File: src/rtl/tile_result_packer.sv
// Packs 16-bit per-pixel results into 32-bit memory words, pairing each even
// pixel with the odd pixel that follows it. A lone pixel goes out as a partial word.
module tile_result_packer #(
  parameter int unsigned FLUSH_TIMEOUT = 16
) (
  input  logic        clk,
  input  logic        rst_n,
  input  logic [31:0] in_addr,
  input  logic [15:0] in_data,
  input  logic        in_valid,
  output logic        in_ready,
  input  logic        in_flush,
  output logic [31:0] mem_addr,
  output logic [31:0] mem_wdata,
  output logic [3:0]  mem_byteen,
  output logic        mem_valid,
  input  logic        mem_ready,
  output logic        busy,
  output logic [15:0] word_count
);

  localparam int unsigned AW = 32;
  localparam int unsigned DW = 16;
  localparam int unsigned TW = 8;
  localparam logic [TW-1:0] TIMEOUT = TW'(FLUSH_TIMEOUT);

  logic          hold_valid;
  logic [AW-1:0] hold_addr;
  logic [DW-1:0] hold_data;
  logic [TW-1:0] timer;

  logic          out_free;
  logic          pair_match;
  logic          odd_mismatch;
  logic          accept;
  logic          emit;
  logic [AW-1:0] emit_addr;
  logic [31:0]   emit_wdata;
  logic [3:0]    emit_byteen;
  logic          hold_load;
  logic          hold_clear;

  // The hold register only ever contains even pixels, so +1 cannot wrap.
  assign out_free     = !mem_valid || mem_ready;
  assign pair_match   = hold_valid && (in_addr == hold_addr + 32'd1);
  assign odd_mismatch = hold_valid && in_addr[0] && !pair_match;
  assign in_ready     = out_free && !odd_mismatch;
  assign accept       = in_valid && in_ready;
  assign busy         = hold_valid || mem_valid;

  // Decide what (if anything) is emitted and how the hold register changes.
  always_comb begin
    emit        = 1'b0;
    emit_addr   = '0;
    emit_wdata  = '0;
    emit_byteen = '0;
    hold_load   = 1'b0;
    hold_clear  = 1'b0;
    if (out_free) begin
      if (accept) begin
        if (!hold_valid) begin
          if (in_addr[0]) begin
            emit        = 1'b1;
            emit_addr   = {1'b0, in_addr[AW-1:1]};
            emit_wdata  = {in_data, 16'h0000};
            emit_byteen = 4'b1100;
          end else begin
            hold_load = 1'b1;
          end
        end else if (pair_match) begin
          emit        = 1'b1;
          emit_addr   = {1'b0, hold_addr[AW-1:1]};
          emit_wdata  = {in_data, hold_data};
          emit_byteen = 4'b1111;
          hold_clear  = 1'b1;
        end else begin
          // New even pixel displaces the held one as a partial word.
          emit        = 1'b1;
          emit_addr   = {1'b0, hold_addr[AW-1:1]};
          emit_wdata  = {16'h0000, hold_data};
          emit_byteen = 4'b0011;
          hold_load   = 1'b1;
        end
      end else if (hold_valid &&
                   ((in_valid && odd_mismatch) || in_flush || timer == TIMEOUT)) begin
        emit        = 1'b1;
        emit_addr   = {1'b0, hold_addr[AW-1:1]};
        emit_wdata  = {16'h0000, hold_data};
        emit_byteen = 4'b0011;
        hold_clear  = 1'b1;
      end
    end
  end

  // Hold register and its age timer.
  always_ff @(posedge clk or negedge rst_n) begin
    if (!rst_n) begin
      hold_valid <= 1'b0;
      hold_addr  <= '0;
      hold_data  <= '0;
      timer      <= '0;
    end else if (hold_load) begin
      hold_valid <= 1'b1;
      hold_addr  <= in_addr;
      hold_data  <= in_data;
      timer      <= '0;
    end else if (hold_clear) begin
      hold_valid <= 1'b0;
      timer      <= '0;
    end else if (hold_valid && timer != TIMEOUT) begin
      timer <= timer + TW'(1);
    end
  end

  // Output word register; payload is frozen while stalled.
  always_ff @(posedge clk or negedge rst_n) begin
    if (!rst_n) begin
      mem_valid  <= 1'b0;
      mem_addr   <= '0;
      mem_wdata  <= '0;
      mem_byteen <= '0;
    end else if (emit) begin
      mem_valid  <= 1'b1;
      mem_addr   <= emit_addr;
      mem_wdata  <= emit_wdata;
      mem_byteen <= emit_byteen;
    end else if (mem_ready) begin
      mem_valid <= 1'b0;
    end
  end

  always_ff @(posedge clk or negedge rst_n) begin
    if (!rst_n) begin
      word_count <= '0;
    end else if (mem_valid && mem_ready) begin
      word_count <= word_count + 16'd1;
    end
  end

endmodule
File: config.mk
export PLATFORM = sky130hd
export DESIGN_NAME = tile_result_packer
export DESIGN_NICKNAME = d
export VERILOG_FILES = /design/src/rtl/tile_result_packer.sv
export SDC_FILE = /design/constraint.sdc
export NUM_CORES = 1
export LEC_CHECK = 0
export ABC_AREA = 1
export BUFFER_PORTS_ARGS = -buffer_cell sky130_fd_sc_hd__buf_4
export CAP_MARGIN = 25
export CORE_AREA = 3 3 156 158
export DETAILED_ROUTE_END_ITERATION = 10
export DIE_AREA = 0 0 159 161
export PLACE_DENSITY = 0.58
export SLEW_MARGIN = 25
export SYNTH_ARGS = -nofsm -noshare
export SYNTH_HDL_FRONTEND = slang
export SYNTH_SLANG_ARGS = --single-unit
File: constraint.sdc
create_clock -name clk -period 3 [get_ports clk]
set_clock_uncertainty 0.05 [all_clocks]
set_input_delay 0.15 -clock clk [delete_from_list [all_inputs] [get_ports clk]]
set_output_delay 0.15 -clock clk [all_outputs]
set_load 0.01 [all_outputs]
==> After elaboration in Yosys (flattened, before gate mapping) <==
Index checks and enable logic that the tools add are counted.
{ "word_totals": {"regBits": 142, "latchBits": 0, "ram_bits": 0, "mem_bits_ro": 0, "input_bits": 53, "output_inout_bits": 87, "wordCells": 72, "mem_count": 0} }
{ "classes": {"n_addsub": 3, "mul": 0, "div": 0, "order_cmp": 0, "eq_ne": 3, "shift": 0, "muxes": 38, "bitwise_logic": 0, "reduce_logical": 19} }
{ "ops": {"columns": ["cell", "count"], "rows": [
  ["32-bit 2-to-1 mux", 8],
  ["31-bit 2-to-1 mux", 2],
  ["32-bit by 1-bit adder with 32-bit output, second input constant", 1],
  ["32-bit equality test", 1],
  ["8-bit 2-to-1 mux", 3],
  ["4-bit 2-to-1 mux", 5],
  ["1-bit 2-to-1 mux", 18],
  ["16-bit by 1-bit adder with 16-bit output, second input constant", 1],
  ["16-bit 2-to-1 mux", 1],
  ["1-bit logical AND", 9],
  ["8-bit by 1-bit adder with 8-bit output, second input constant", 1],
  ["8-bit by 5-bit equality test with 1-bit output, second input constant", 1],
  ["8-bit by 5-bit != test with 1-bit output, second input constant", 1],
  ["1-bit logical OR", 4],
  ["2-bit nonzero test", 2],
  ["1-bit zero test", 3],
  ["3-bit nonzero test", 1],
  ["2-bit 2-to-1 mux", 1]
]} }

==> Longest topological paths before layout <==
Gate-level depths: netlist (run 1).
{ "depth": {"depth_word": 14, "depth_mapped": 24, "depth_no_buf": 22} }

==> Least setup slack after synthesis (run 1) <==
Ideal clock, no wire load.
{ "synth_path": {"path_kind": "reg2reg", "start": "register hold_addr[1]", "end": "register mem_byteen[1]", "setup_time_ps": 117, "arrival_ps": 2501, "setup_slack_ps": 332, "path_stages_with_launch": 25, "n_path_buf": 2, "synth_period_minus_slack_ps": 2668, "path_cell_list": "dfrtp_1 -> ha_1 -> nand2_2 -> nor2_4 -> nand2_1 -> nor2_1 -> nand2_1 -> nand2_1 -> nand2_1 -> nand2_1 -> nand2_1 -> nor2_1 -> nand2_1 -> nor2_1 -> nand2_1 -> nand3_2 -> nand2_2 -> inv_2 -> nand2_4 -> nand2_4 -> nand3_4 -> buf_6 -> buf_6 -> nand2_1 -> nand2_1"} }
{ "synth_via": {"elab_cells_between_ends": 18, "cone_classes": "1 x add/sub; 1 x eq/ne; 6 x mux; 10 x reduce/logical"} }
{ "synth_lines": {"columns": ["element", "line_no", "text"], "rows": [
  ["from (decl)", "28", "logic [AW-1:0] hold_addr;"],
  ["from (signal assigned)", "104", "hold_addr <= in_addr;"],
  ["32-bit by 1-bit adder with 32-bit output (*)", "45", "assign pair_match = hold_valid && (in_addr == hold_addr + 32'd1);"],
  ["32-bit equality test (*)", "45", null],
  ["1-bit logical AND (*)", "45", null],
  ["1-bit zero test (*)", "46", "assign odd_mismatch = hold_valid && in_addr[0] && !pair_match;"],
  ["1-bit logical AND (*)", "46", null],
  ["1-bit zero test (*)", "47", "assign in_ready = out_free && !odd_mismatch;"],
  ["1-bit logical AND (*)", "47", null],
  ["net in_ready", "11", "output logic in_ready,"],
  ["1-bit logical AND (*)", "48", "assign accept = in_valid && in_ready;"],
  ["4-bit 2-to-1 mux / 1-bit 2-to-1 mux (equally long branches)", "60", "if (accept) begin"],
  ["4-bit 2-to-1 mux / 1-bit 2-to-1 mux (equally long branches)", "59", "if (out_free) begin"],
  ["to (signal assigned)", "126", "mem_byteen <= emit_byteen;"],
  ["to (decl)", "15", "output logic [3:0] mem_byteen,"]
]} }
Mark *: on every way through the listed nets, which the timed path passes. The rest lies on a longest branch.
A chain may end at the register's enable or synchronous reset.

==> Final worst setup path (run 1) <==
{ "layout_path": {"start": "register hold_addr[1]", "end": "register mem_wdata[15]"} }
{ "layout_via": {"elab_chain_cells": 12, "elab_cells_between_ends": 18, "cone_classes": "1 x add/sub; 1 x eq/ne; 6 x mux; 10 x reduce/logical"} }
{ "layout_rtl": {"columns": ["element", "line_no", "text"], "rows": [
  ["32-bit by 1-bit adder with 32-bit output (*)", "45", null],
  ["32-bit equality test (*)", "45", null],
  ["1-bit logical AND (*)", "45", null],
  ["1-bit zero test (*)", "46", null],
  ["1-bit logical AND (*)", "46", null],
  ["1-bit logical AND", "85", "((in_valid && odd_mismatch) || in_flush || timer == TIMEOUT)) begin"],
  ["1-bit logical OR (2 in a row)", "85", null],
  ["1-bit logical AND", "84", "end else if (hold_valid &&"],
  ["16-bit 2-to-1 mux / 1-bit 2-to-1 mux (equally long branches)", "84", null],
  ["32-bit 2-to-1 mux / 1-bit 2-to-1 mux (equally long branches)", "60", null],
  ["32-bit 2-to-1 mux / 1-bit 2-to-1 mux (equally long branches)", "59", null],
  ["to (signal assigned)", "125", "mem_wdata <= emit_wdata;"],
  ["to (decl)", "14", "output logic [31:0] mem_wdata,"]
]} }
Mark *: on every way between the ends. The rest lies on a longest branch, timed or not.

==> results.json, run 1 <==
{
  "clockRootBuffer": "clkbuf_16",
  "drt_iter0_markers": 602,
  "maxCapViolations": 0,
  "dieHeight_um": 161,
  "dp_hpwl_um": 16800,
  "fin_ws_ns": -0.0836,
  "cellLeakagePower_nw": 5.82,
  "vias_per_cell": 4.86,
  "fin_nets": 1393,
  "drv_slew": 0,
  "place_congestion": 0.930,
  "first_pass_iters": 5,
  "power_mw": 11.3,
  "grt_overflow": 0,
  "slowest_stage": "dfrtp_1",
  "insertedDiodeCount": 0,
  "synth_top_cell_area_share": 0.434,
  "h-tree-depth": 4,
  "rsz0062_at_grt": "true",
  "row_count": 56,
  "max_slew.worst_pin.slew_ns": 0.712,
  "cp_slowest_stage_delay_ns": 0.42,
  "hold_viol": 3,
  "holdCritStartpoint": "in_addr[27]",
  "ys.flop_type": "dfrtp_1",
  "crit_chain": "ha_4, nand2_4, nor2_4, nand2_4, nor2_4, nand2_1, nand2_1, nand2_1, nand2_1, nand2_1, nor2_2, nand2_1, nor2_2, nand2_2, nand3_2, nand2_2, inv_2, nand2_4, nand2_4, nand3_4, buf_12, buf_6, nand2_1, nand2_1",
  "fillers": 2309,
  "arrival_ns": 3.36,
  "status": "finished, violations left",
  "synth_edf_count": 0,
  "io_pins": 140,
  "multi_input_area_um2": 4330,
  "synth_cells": 1126,
  "end_kind": "flip-flop",
  "die_w_um": 159,
  "cp_max_fo": 10,
  "layout-drive-gt1-share": 0.270,
  "cts_buffer_depth": 2,
  "grt_pass1_vias": 7650,
  "grt_pass1_wl_um": 39700,
  "power_density_nw_per_um2": 979,
  "track_usage": 0.188,
  "antenna_found_initial": 0,
  "fin_crit_ns": 3.08,
  "cp.required_ns": 3.27,
  "cts_inserted_buffers": 17,
  "syn_nets": 1183,
  "die_area_um2": 25600,
  "wire_per_inst_um": 16.2,
  "yosys.area.top_type": "dfrtp_1",
  "finalCritPeriodShare": 1.03,
  "seq_area_um2": 3480,
  "synthToLayoutAreaGrowth_pct": 44.4,
  "start_util": 0.344,
  "cts.sinks": 139,
  "synth_area_leaders": "dfrtp_1 43%, nand2_1 20%, nand3_1 7.6%",
  "fmax_mhz": 324,
  "setup_tns_ns": -3.08,
  "cts_tree": "built",
  "routed_wl_um": 27000,
  "core_um2": 23300,
  "cp-startpoint": "hold_addr[1]",
  "finish.utilization": 0.497,
  "ir_drop_mv": 0.449,
  "num_vias": 8114,
  "critPathMostFrequentCell": "nand2_1",
  "seq_area_frac_synth": 0.434,
  "crit_type": "flip-flop to flip-flop",
  "ys_seq_elements": 139,
  "worst_hold_slack_ns": -0.0132,
  "setup_viol": 74,
  "r2r-start": "hold_addr[1]",
  "slew_headroom": 0.525,
  "worstSkewPairLatency_ns": 0.44,
  "start_kind": "flip-flop",
  "path_delay_family": "simple AND/OR/NAND/NOR gates",
  "violations": "hold timing, setup timing",
  "post_synth.cell_area_avg_um2": 7.11,
  "synth_warnings": 0,
  "min_path_type": "primary input to flip-flop",
  "syn_area_um2": 8010,
  "cp_num_buf_inv": 3,
  "path_clk_slew_ns": 0.07,
  "synth.distinct_cells": 37,
  "grt_start_max_net_pins": 76,
  "numPortBuffers": 138,
  "drc": 0,
  "drtAntennaViolNets": 0,
  "synthArstFlopShare": 1.00
}
stage by stage:
stage | cells | setup WS (ns) | area [um^2]
after detailed placement | 1557 | -0.0710 | 9480
after global routing | 1668 | -0.304 | 11600
after floorplan | 1126 | 0.332 | 8010
after CTS | 1632 | 0.00326 | 10500
final | 1668 | -0.0836 | 11600
after global placement | 1557 | 0.0103 | 9480
Yosys cell counts (2+ instances only):
master    instances
nand2_1         435
dfrtp_1         139
nand3_1         122
o21ai_0          96
inv_1            83
nor2_1           69
clkbuf_1         36
nand4_1          28
xor2_1           21
xnor2_1          20
buf_2            14
buf_6             5
nand2_2           5
nor2_4            5
buf_1             4
buf_4             4
ha_1              4
o21bai_1          4
nand3b_1          3
nor3_1            3
nor4_1            3
a21oi_1           2
clkbuf_2          2
clkinv_1          2
inv_2             2
nand2_4           2
nor2_2            2
or2_2             2
area by class of cell:
cell class | instances | area share
tap | 319 | 0.0345
sequential | 139 | 0.301
clock buffer | 17 | 0.0368
multi-input combinational | 837 | 0.375
timing repair buffer | 253 | 0.206
inverter | 87 | 0.0307
timing repair inverter | 1 | 0.00141
clock inverter | 15 | 0.0152
worst min-delay path: cells and delay by family:
| family | cells | cell delay, ns |
|---|---|---|
| buf+inv | 2 | 0.15 |
| compound gates | 1 | 0.12 |
worst paths after layout:
| kind | endpoint | slack [ns] | cells after the start |
|---|---|---|---|
| worst max-delay path | mem_wdata[15] | -0.08 | 24 |
| worst min-delay path | hold_addr[27] | -0.01 | 3 |
| worst max register to register | mem_wdata[15] | -0.08 | 24 |
| worst min register to register | word_count[15] | 0.42 | 1 |
| max in group asynchronous | hold_addr[2] | 1.78 | 3 |
| min in group asynchronous | word_count[9] | 0.25 | 2 |
flip-flops by register name (all words and copies together), names as in the netlist:
signal / flops
mem_wdata: 32
mem_valid: 1
hold_valid: 1
mem_byteen: 2
timer: 8
word_count: 16
mem_addr: 31
hold_data: 16
hold_addr: 32
routing by layer:
metal | share of wire | routed length [um] | up-vias | track usage
met4 | 0.023 | 633 | 0 | 0.0565
met2 | 0.47 | 12800 | 199 | 0.305
met1 | 0.47 | 12700 | 3871 | 0.260
met3 | 0.035 | 934 | 42 | 0.0318
met5 | 0 | 0 | - | 0
li1 | - | - | 4002 | -
cell usage in the layout (no fill, tap or decap), drive strengths merged, types with 3 or more instances in the layout:
| cell | count |
|---|---|
| nor3 | 3 |
| inv | 92 |
| clkbuf | 27 |
| xnor2 | 20 |
| dlygate4sd3 | 44 |
| nand4 | 28 |
| ha | 4 |
| nand3 | 124 |
| buf | 199 |
| nor2 | 76 |
| xor2 | 21 |
| nand2 | 444 |
| nand3b | 3 |
| nor4 | 3 |
| clkinv | 7 |
| o21bai | 4 |
| o21ai | 97 |
| dfrtp | 139 |
what timing repair did:
item	in CTS	in global routing
hold endpoints to repair	132	1
setup endpoints to repair	92	124
gates resized for setup	2	181
pin swaps	1	21
hold buffers	43	1
buffers inserted	0	13
cloned	0	22
cells by family after synthesis:
group / after synthesis / synth area share
DFF: 139 / 0.434
xor gates and xnor gates: 42 / 0.0476
AOI/OAI and AO/OA: 106 / 0.0686
buffers and inverters: 152 / 0.0803
other: 1 / 0.000468
adders and majority gates: 4 / 0.00625
and+or+nand+nor: 682 / 0.363
power by group:
| part | internal (mW) | switching, mW |
|---|---|---|
| combinational | 2.54 | 3.20 |
| clock | 1.26 | 0.957 |
| sequential | 2.67 | 0.709 |
Note: power is estimated with default switching activity, not from simulation.
==> inputs of run 2 (changes only) <==
- clock period: 3 -> 3.1 ns (I/O delays scaled with it)
==> run 2 against run 1 <==
  * The run now ends clean
  * Worst hold slack improved by 0.029 ns
  * Critical path depth did not move
  * Via count is 2.7% lower
  * Non-clock buffer count fell by 26
  * Critical endpoint is now mem_wdata[19]
  * Largest power group unchanged
==> results.json, run 2 (synthesis gave the netlist of run 1 again) <==
{
  "status": "completed",
  "layout-drive-gt1-share": 0.221,
  "antenna_found_initial": 0,
  "die_area_um2": 25600,
  "routed_wl_um": 25000,
  "row_count": 56,
  "drt_iter0_markers": 555,
  "fillers": 2411,
  "cts.sinks": 139,
  "maxCapViolations": 0,
  "fmax_mhz": 335,
  "io_pins": 140,
  "num_vias": 7896,
  "fin_crit_ns": 2.99,
  "max_slew.worst_pin.slew_ns": 0.641,
  "drv_slew": 0,
  "cp.required_ns": 3.37,
  "clockRootBuffer": "clkbuf_16",
  "grt_start_max_net_pins": 71,
  "track_usage": 0.187,
  "cts_buffer_depth": 2,
  "start_kind": "flip-flop",
  "cp_max_fo": 10,
  "power_mw": 10.1,
  "setup_viol": 0,
  "vias_per_cell": 4.82,
  "r2r-start": "hold_addr[1]",
  "pwr-share-seq": 0.326,
  "insertedDiodeCount": 0,
  "cts_tree": "built",
  "numPortBuffers": 138,
  "crit_type": "flip-flop to flip-flop",
  "place_congestion": 0.912,
  "holdCritStartpoint": "in_addr[3]",
  "hold_viol": 0,
  "ir_drop_mv": 0.306,
  "synthToLayoutAreaGrowth_pct": 35.9,
  "fin_nets": 1364,
  "rsz0062_at_grt": "true",
  "finalCritPeriodShare": 0.963,
  "swShare": 0.432,
  "power_frac_clock": 0.205,
  "p_int_mw": 5.73,
  "worstSkewPairLatency_ns": 0.43,
  "final_cell_mix": "413 x nand2_1, 168 x buf_4, 126 x dfrtp_1",
  "first_pass_iters": 5,
  "die_w_um": 159,
  "wire_per_inst_um": 15.3,
  "end_kind": "flip-flop",
  "dp_hpwl_um": 16500,
  "reg2reg_slack_ns": 0.11,
  "final_area_um2": 10900,
  "grt_overflow": 0,
  "grt_pass1_vias": 7640,
  "grt_pass1_wl_um": 39400,
  "h-tree-depth": 4,
  "cp-startpoint": "hold_addr[1]",
  "start_util": 0.344,
  "min_path_type": "primary input to flip-flop",
  "place_area_um2": 9390,
  "slew_headroom": 0.573,
  "drc": 0,
  "combPwrFrac": 0.470,
  "cellLeakagePower_nw": 5.52,
  "seq_area_um2": 3490,
  "switchingPower_mw": 4.36,
  "place_inst": 1546,
  "power_density_nw_per_um2": 926,
  "arrival_ns": 3.26,
  "multi_input_area_um2": 4070,
  "top_regs": "hold_addr x32, mem_wdata x32, mem_addr x31",
  "dieHeight_um": 161,
  "path_clk_slew_ns": 0.07,
  "fin_cells": 1639,
  "core_um2": 23300,
  "layout_commonest_cell": "nand2_1",
  "cts_inserted_buffers": 17,
  "drtAntennaViolNets": 0
}
run 2: changes by cell type in the layout (fill, tap and decap cells not counted), sizes merged:
| cell | previous run | this run |
|---|---|---|
| dlygate4sd3 | 44 | 42 |
| buf | 199 | 180 |
| nand2 | 444 | 442 |
| inv | 92 | 94 |
| clkinv | 7 | 5 |
| bufinv | 2 | 0 |
| clkbuf | 27 | 22 |
| clkinvlp | 2 | 3 |
run 2: layout make-up:
class / instances / share of cell area
clock inverters: 15 / 0.0155
clock buffers: 17 / 0.0391
flip-flops and latches: 139 / 0.321
well taps: 319 / 0.0367
multi-input cells: 835 / 0.374
repair buffers: 227 / 0.183
inverters: 87 / 0.0307
run 2: power by group through the flow:
| stage | Clock, mW | Sequential (mW) | Combinational (mW) |
|---|---|---|---|
| 6_report | 2.06 | 3.29 | 4.73 |
| 5_1_grt | 2.19 | 3.41 | 5.29 |
| 4_1_cts | 2.11 | 3.24 | 4.29 |
| 3_5_place_dp | 0 | 3.26 | 4.21 |
| 3_3_place_gp | 0 | 3.26 | 4.16 |
| 2_1_floorplan | 0 | 3.27 | 2.54 |
run 2: critical path, stage by stage, from the launching register on:
cell and delay (ns):
dfrtp_2 0.42, ha_4 0.17, nand2_4 0.05, nor2_4 0.23, nand2_4 0.10, nor2_4 0.17, nand2_1 0.07, nand2_1 0.08
nand2_1 0.06, nand2_1 0.07, nand2_1 0.05, nor2_1 0.10, nand2_1 0.09, nor2_4 0.13, nand2_2 0.09, nand3_4 0.08
nand2_4 0.08, inv_4 0.07, nand2_4 0.06, nand2_8 0.07, nand3_4 0.11, buf_12 0.20, clkbuf_16 0.17, nand2_1 0.06
nand2_1 0.05
run 2: per-stage QoR:
step                hold WS, ns  TNS (ns)  setup slack [ns]  utilization
CTS                      0.0109         0           0.00706        0.448
floorplan                -0.191         0             0.432            -
global route             0.0291     -4.30           -0.0783        0.468
finish                   0.0159         0             0.114        0.468
global placement         0.0677         0            0.0301        0.404
detailed placement       0.0757   -0.0180          -0.00461        0.404
run 2: per-layer routing:
| metal | global-route usage | wire [um] |
|---|---|---|
| met4 | 0.0609 | 550 |
| met3 | 0.0254 | 986 |
| met1 | 0.260 | 11800 |
| met2 | 0.301 | 11700 |
| met5 | 0 | 0 |
run 2: final timing paths:
| kind | depth (start not counted) | end |
|---|---|---|
| max reg2reg | 24 | mem_wdata[19] |
| max in group asynchronous | 3 | hold_addr[3] |
| min | 3 | hold_addr[3] |
| min in group asynchronous | 2 | word_count[12] |
| max | 24 | mem_wdata[19] |
| min reg2reg | 1 | word_count[15] |
run 2: what timing repair did:
item / 4_1_cts / 5_1_grt
endpoints found under the hold margin: 102 / 0
setup endpoints to repair: 25 / 124
cloned: 0 / 8
buffers inserted: 0 / 11
resized for setup: 2 / 75
pin swaps: 0 / 13
hold buffers: 42 / 0
==> inputs of run 3 (changes only) <==
- ABC_AREA: 1 -> not set
- CORE_AREA: 3 3 156 158 -> 3 3 146 148
- DIE_AREA: 0 0 159 161 -> 0 0 149 151
==> run 3 against run 2 <==
  * Die area decreased by 12%
  * Register-to-register slack lost 0.34 ns
  * Clock power is 3% higher
  * Setup slack got worse by 0.34 ns
  * Fmax is 10% lower
  * Largest power group is now registers
  * Design area fell by 8.3%
  * The flow now finishes with violations (setup timing)
  * Via count shrank 23%
  * Worst hold slack better by 0.0056 ns
  * Non-clock buffer count up 34
  * Count of clock-buffer cells in the layout grew 1
  * Sequential power decreased by 18%
==> results.json, run 3 <==
{
  "status": "finished, violations left",
  "violations": "setup timing",
  "power_frac_clock": 0.291,
  "use_met2": 0.262,
  "drtAntennaViolNets": 0,
  "syn_nets": 751,
  "ir_drop_mv": 0.407,
  "drv_slew": 0,
  "grt_start_max_net_pins": 76,
  "arrival_ns": 3.58,
  "fmax_mhz": 301,
  "finalCritPeriodShare": 1.07,
  "die_w_um": 149,
  "min_path_type": "primary input to flip-flop",
  "drt_iter0_markers": 254,
  "h-tree-depth": 4,
  "cts.sinks": 139,
  "synth_compound_area_frac": 0.0907,
  "synth_area_leaders": "dfrtp_1 50%, mux2_2 6.5%, nand3_1 5.2%",
  "core_um2": 20200,
  "path_clk_slew_ns": 0.06,
  "num_vias": 6062,
  "fin_ws_ns": -0.223,
  "yosys.area.top_type": "dfrtp_1",
  "holdCritStartpoint": "in_valid",
  "synth.distinct_cells": 63,
  "synth_warnings": 0,
  "final_cell_mix": "202 x buf_4, 139 x dfrtp_1, 93 x nand2_1",
  "dp_hpwl_um": 13400,
  "post-synth-top-count-cell": "dfrtp_1",
  "routed_wl_um": 18800,
  "grt_overflow": 0,
  "crit_type": "flip-flop to flip-flop",
  "post_synth.cell_area_avg_um2": 10.1,
  "rsz0062_at_grt": "true",
  "end_kind": "flip-flop",
  "fin_crit_ns": 3.32,
  "first_pass_iters": 5,
  "combPwrFrac": 0.341,
  "layout-drive-gt1-share": 0.336,
  "worstSkewPairLatency_ns": 0.42,
  "swShare": 0.331,
  "die_area_um2": 22500,
  "cts_tree": "built",
  "antenna_found_initial": 0,
  "synth_top_cell_area_share": 0.498,
  "ys_top_cells_by_count": "139 x dfrtp_1, 93 x nand2_1, 73 x nand3_1, 56 x nor2_1, 40 x mux2_2",
  "power_mw": 7.31,
  "top_usage_layer": "met2",
  "switchingPower_mw": 2.42,
  "track_usage": 0.168,
  "min_path_cells": 3,
  "synth_cells": 694,
  "slew_headroom": 0.520,
  "dieHeight_um": 151,
  "drc": 0,
  "cts_buffer_depth": 2,
  "r2r-start": "hold_addr[12]",
  "reg2reg_slack_ns": -0.22,
  "clockRootBuffer": "clkbuf_16",
  "synthAdderAreaFrac": 0.00717,
  "hold_viol": 0,
  "muxShareOfSynthArea": 0.0861,
  "vias_per_cell": 5.01,
  "synth_edf_count": 0,
  "cellLeakagePower_nw": 4.47,
  "row_count": 52,
  "top_regs": "hold_addr x32, mem_wdata x32, mem_addr x31",
  "start_util": 0.346,
  "ys.flop_type": "dfrtp_1",
  "setup_viol": 66,
  "hold_end": "mem_valid",
  "ys_seq_elements": 139,
  "synth_top_family_by_area": "simple AND/OR/NAND/NOR gates",
  "grt_use_met1": 0.234,
  "r2r_cells": 9,
  "start_kind": "flip-flop",
  "fin_nets": 985,
  "seq_area_frac_synth": 0.498,
  "synthToLayoutAreaGrowth_pct": 43.0,
  "synth_xor_area_frac": 0.0703,
  "layout_commonest_cell": "buf_4",
  "grt_pass1_vias": 5851,
  "p_int_mw": 4.89,
  "fillers": 1914,
  "grt_pass1_wl_um": 30500,
  "cp.required_ns": 3.36,
  "synth-simple-area-share": 0.213,
  "pwr-share-seq": 0.368,
  "met3_usage": 0.0371,
  "power_density_nw_per_um2": 732,
  "finish.utilization": 0.495,
  "regToRegEndpoint": "hold_addr[23]",
  "maxCapViolations": 0,
  "insertedDiodeCount": 0,
  "numPortBuffers": 138,
  "cp_max_fo": 18,
  "io_pins": 140,
  "synthArstFlopShare": 1.00,
  "wire_per_inst_um": 15.5,
  "cts_inserted_buffers": 17,
  "place_congestion": 0.929,
  "syn_area_um2": 6980,
  "max_slew.worst_pin.slew_ns": 0.721
}
[run 3: cell types whose count changed after synthesis, sizes merged, moves of 33 or more]
cell	previous run	this run
nand2	442	93
inv	85	7
nand3	124	73
o21ai	97	8
a31oi	0	33
mux2	0	48
[run 3: critical path, cell delays in order, from the launching register on]
cell	delay, ns
dfrtp_1	0.39
nand4_4	0.16
or4_4	0.60
or4_1	0.48
a21oi_1	0.14
o211ai_1	0.13
or4b_4	0.55
nor3b_4	0.20
buf_12	0.19
mux2_4	0.30
[run 3: worst max path at each step]
stage / depth (start not counted) / startpoint / slack [ns] / endpoint
2_1_floorplan: 11 / hold_addr[0] / -0.23 / hold_addr[22]
3_3_place_gp: 11 / hold_addr[6] / -0.25 / hold_data[6]
3_5_place_dp: 9 / hold_addr[6] / -0.25 / hold_data[15]
4_1_cts: 10 / hold_addr[1] / -0.21 / hold_addr[23]
5_1_grt: 10 / hold_addr[1] / -0.33 / hold_addr[22]
6_report: 9 / hold_addr[12] / -0.22 / hold_addr[23]
[run 3: cell type report]
type / count / area, um^2 / share of cell area
sequential: 139 / 3480 / 0.348
clock buffer: 18 / 429 / 0.0430
multi-input combinational: 502 / 3350 / 0.335
inverter: 7 / 26.3 / 0.00263
tap: 270 / 338 / 0.0338
timing repair buffer: 261 / 2180 / 0.218
clock inverter: 14 / 184 / 0.0184
[run 3: cell families after synthesis]
family / Yosys count
AO/OA/AOI/OAI: 90
XOR/XNOR: 56
adder cells (fa/ha/maj): 4
buffers and inverters: 53
flip-flops: 139
multiplexers: 51
other: 1
AND/OR/NAND/NOR: 300
[run 3: repair_timing]
item,in CTS,in global routing
resized for setup,8,9
pin swaps,2,3
hold buffers,49,0
setup endpoints to repair,66,67
hold endpoints to repair,166,0
gates cloned,1,0
buffers inserted,4,0
[run 3: stage by stage]
step           cell area [um^2]  hold slack (ns)  worst slack (ns)  setup TNS [ns]  instances
6_report                   9980           0.0215            -0.223          -10.84       1211
5_1_grt                    9980           0.0353            -0.328          -17.97       1211
4_1_cts                    9940          0.00469            -0.215          -10.12       1211
3_5_place_dp               8740            0.190            -0.251          -11.35       1125
3_3_place_gp               8740            0.186            -0.253          -12.61       1125
2_1_floorplan              6990           -0.191            -0.227           -6.25        694
[run 3: power groups by stage]
stage	clock network (mW)	registers, mW	logic [mW]
final	2.13	2.69	2.49
after global routing	2.26	2.77	2.74
after CTS	2.18	2.69	2.51
after detailed placement	0	2.72	2.43
after global placement	0	2.71	2.40
after floorplan	0	2.85	1.09
[run 3: per-layer routing]
layer,vias up,share of wire
met2,176,0.46
li1,2937,-
met4,0,0.018
met5,-,0
met1,2925,0.47
met3,24,0.052
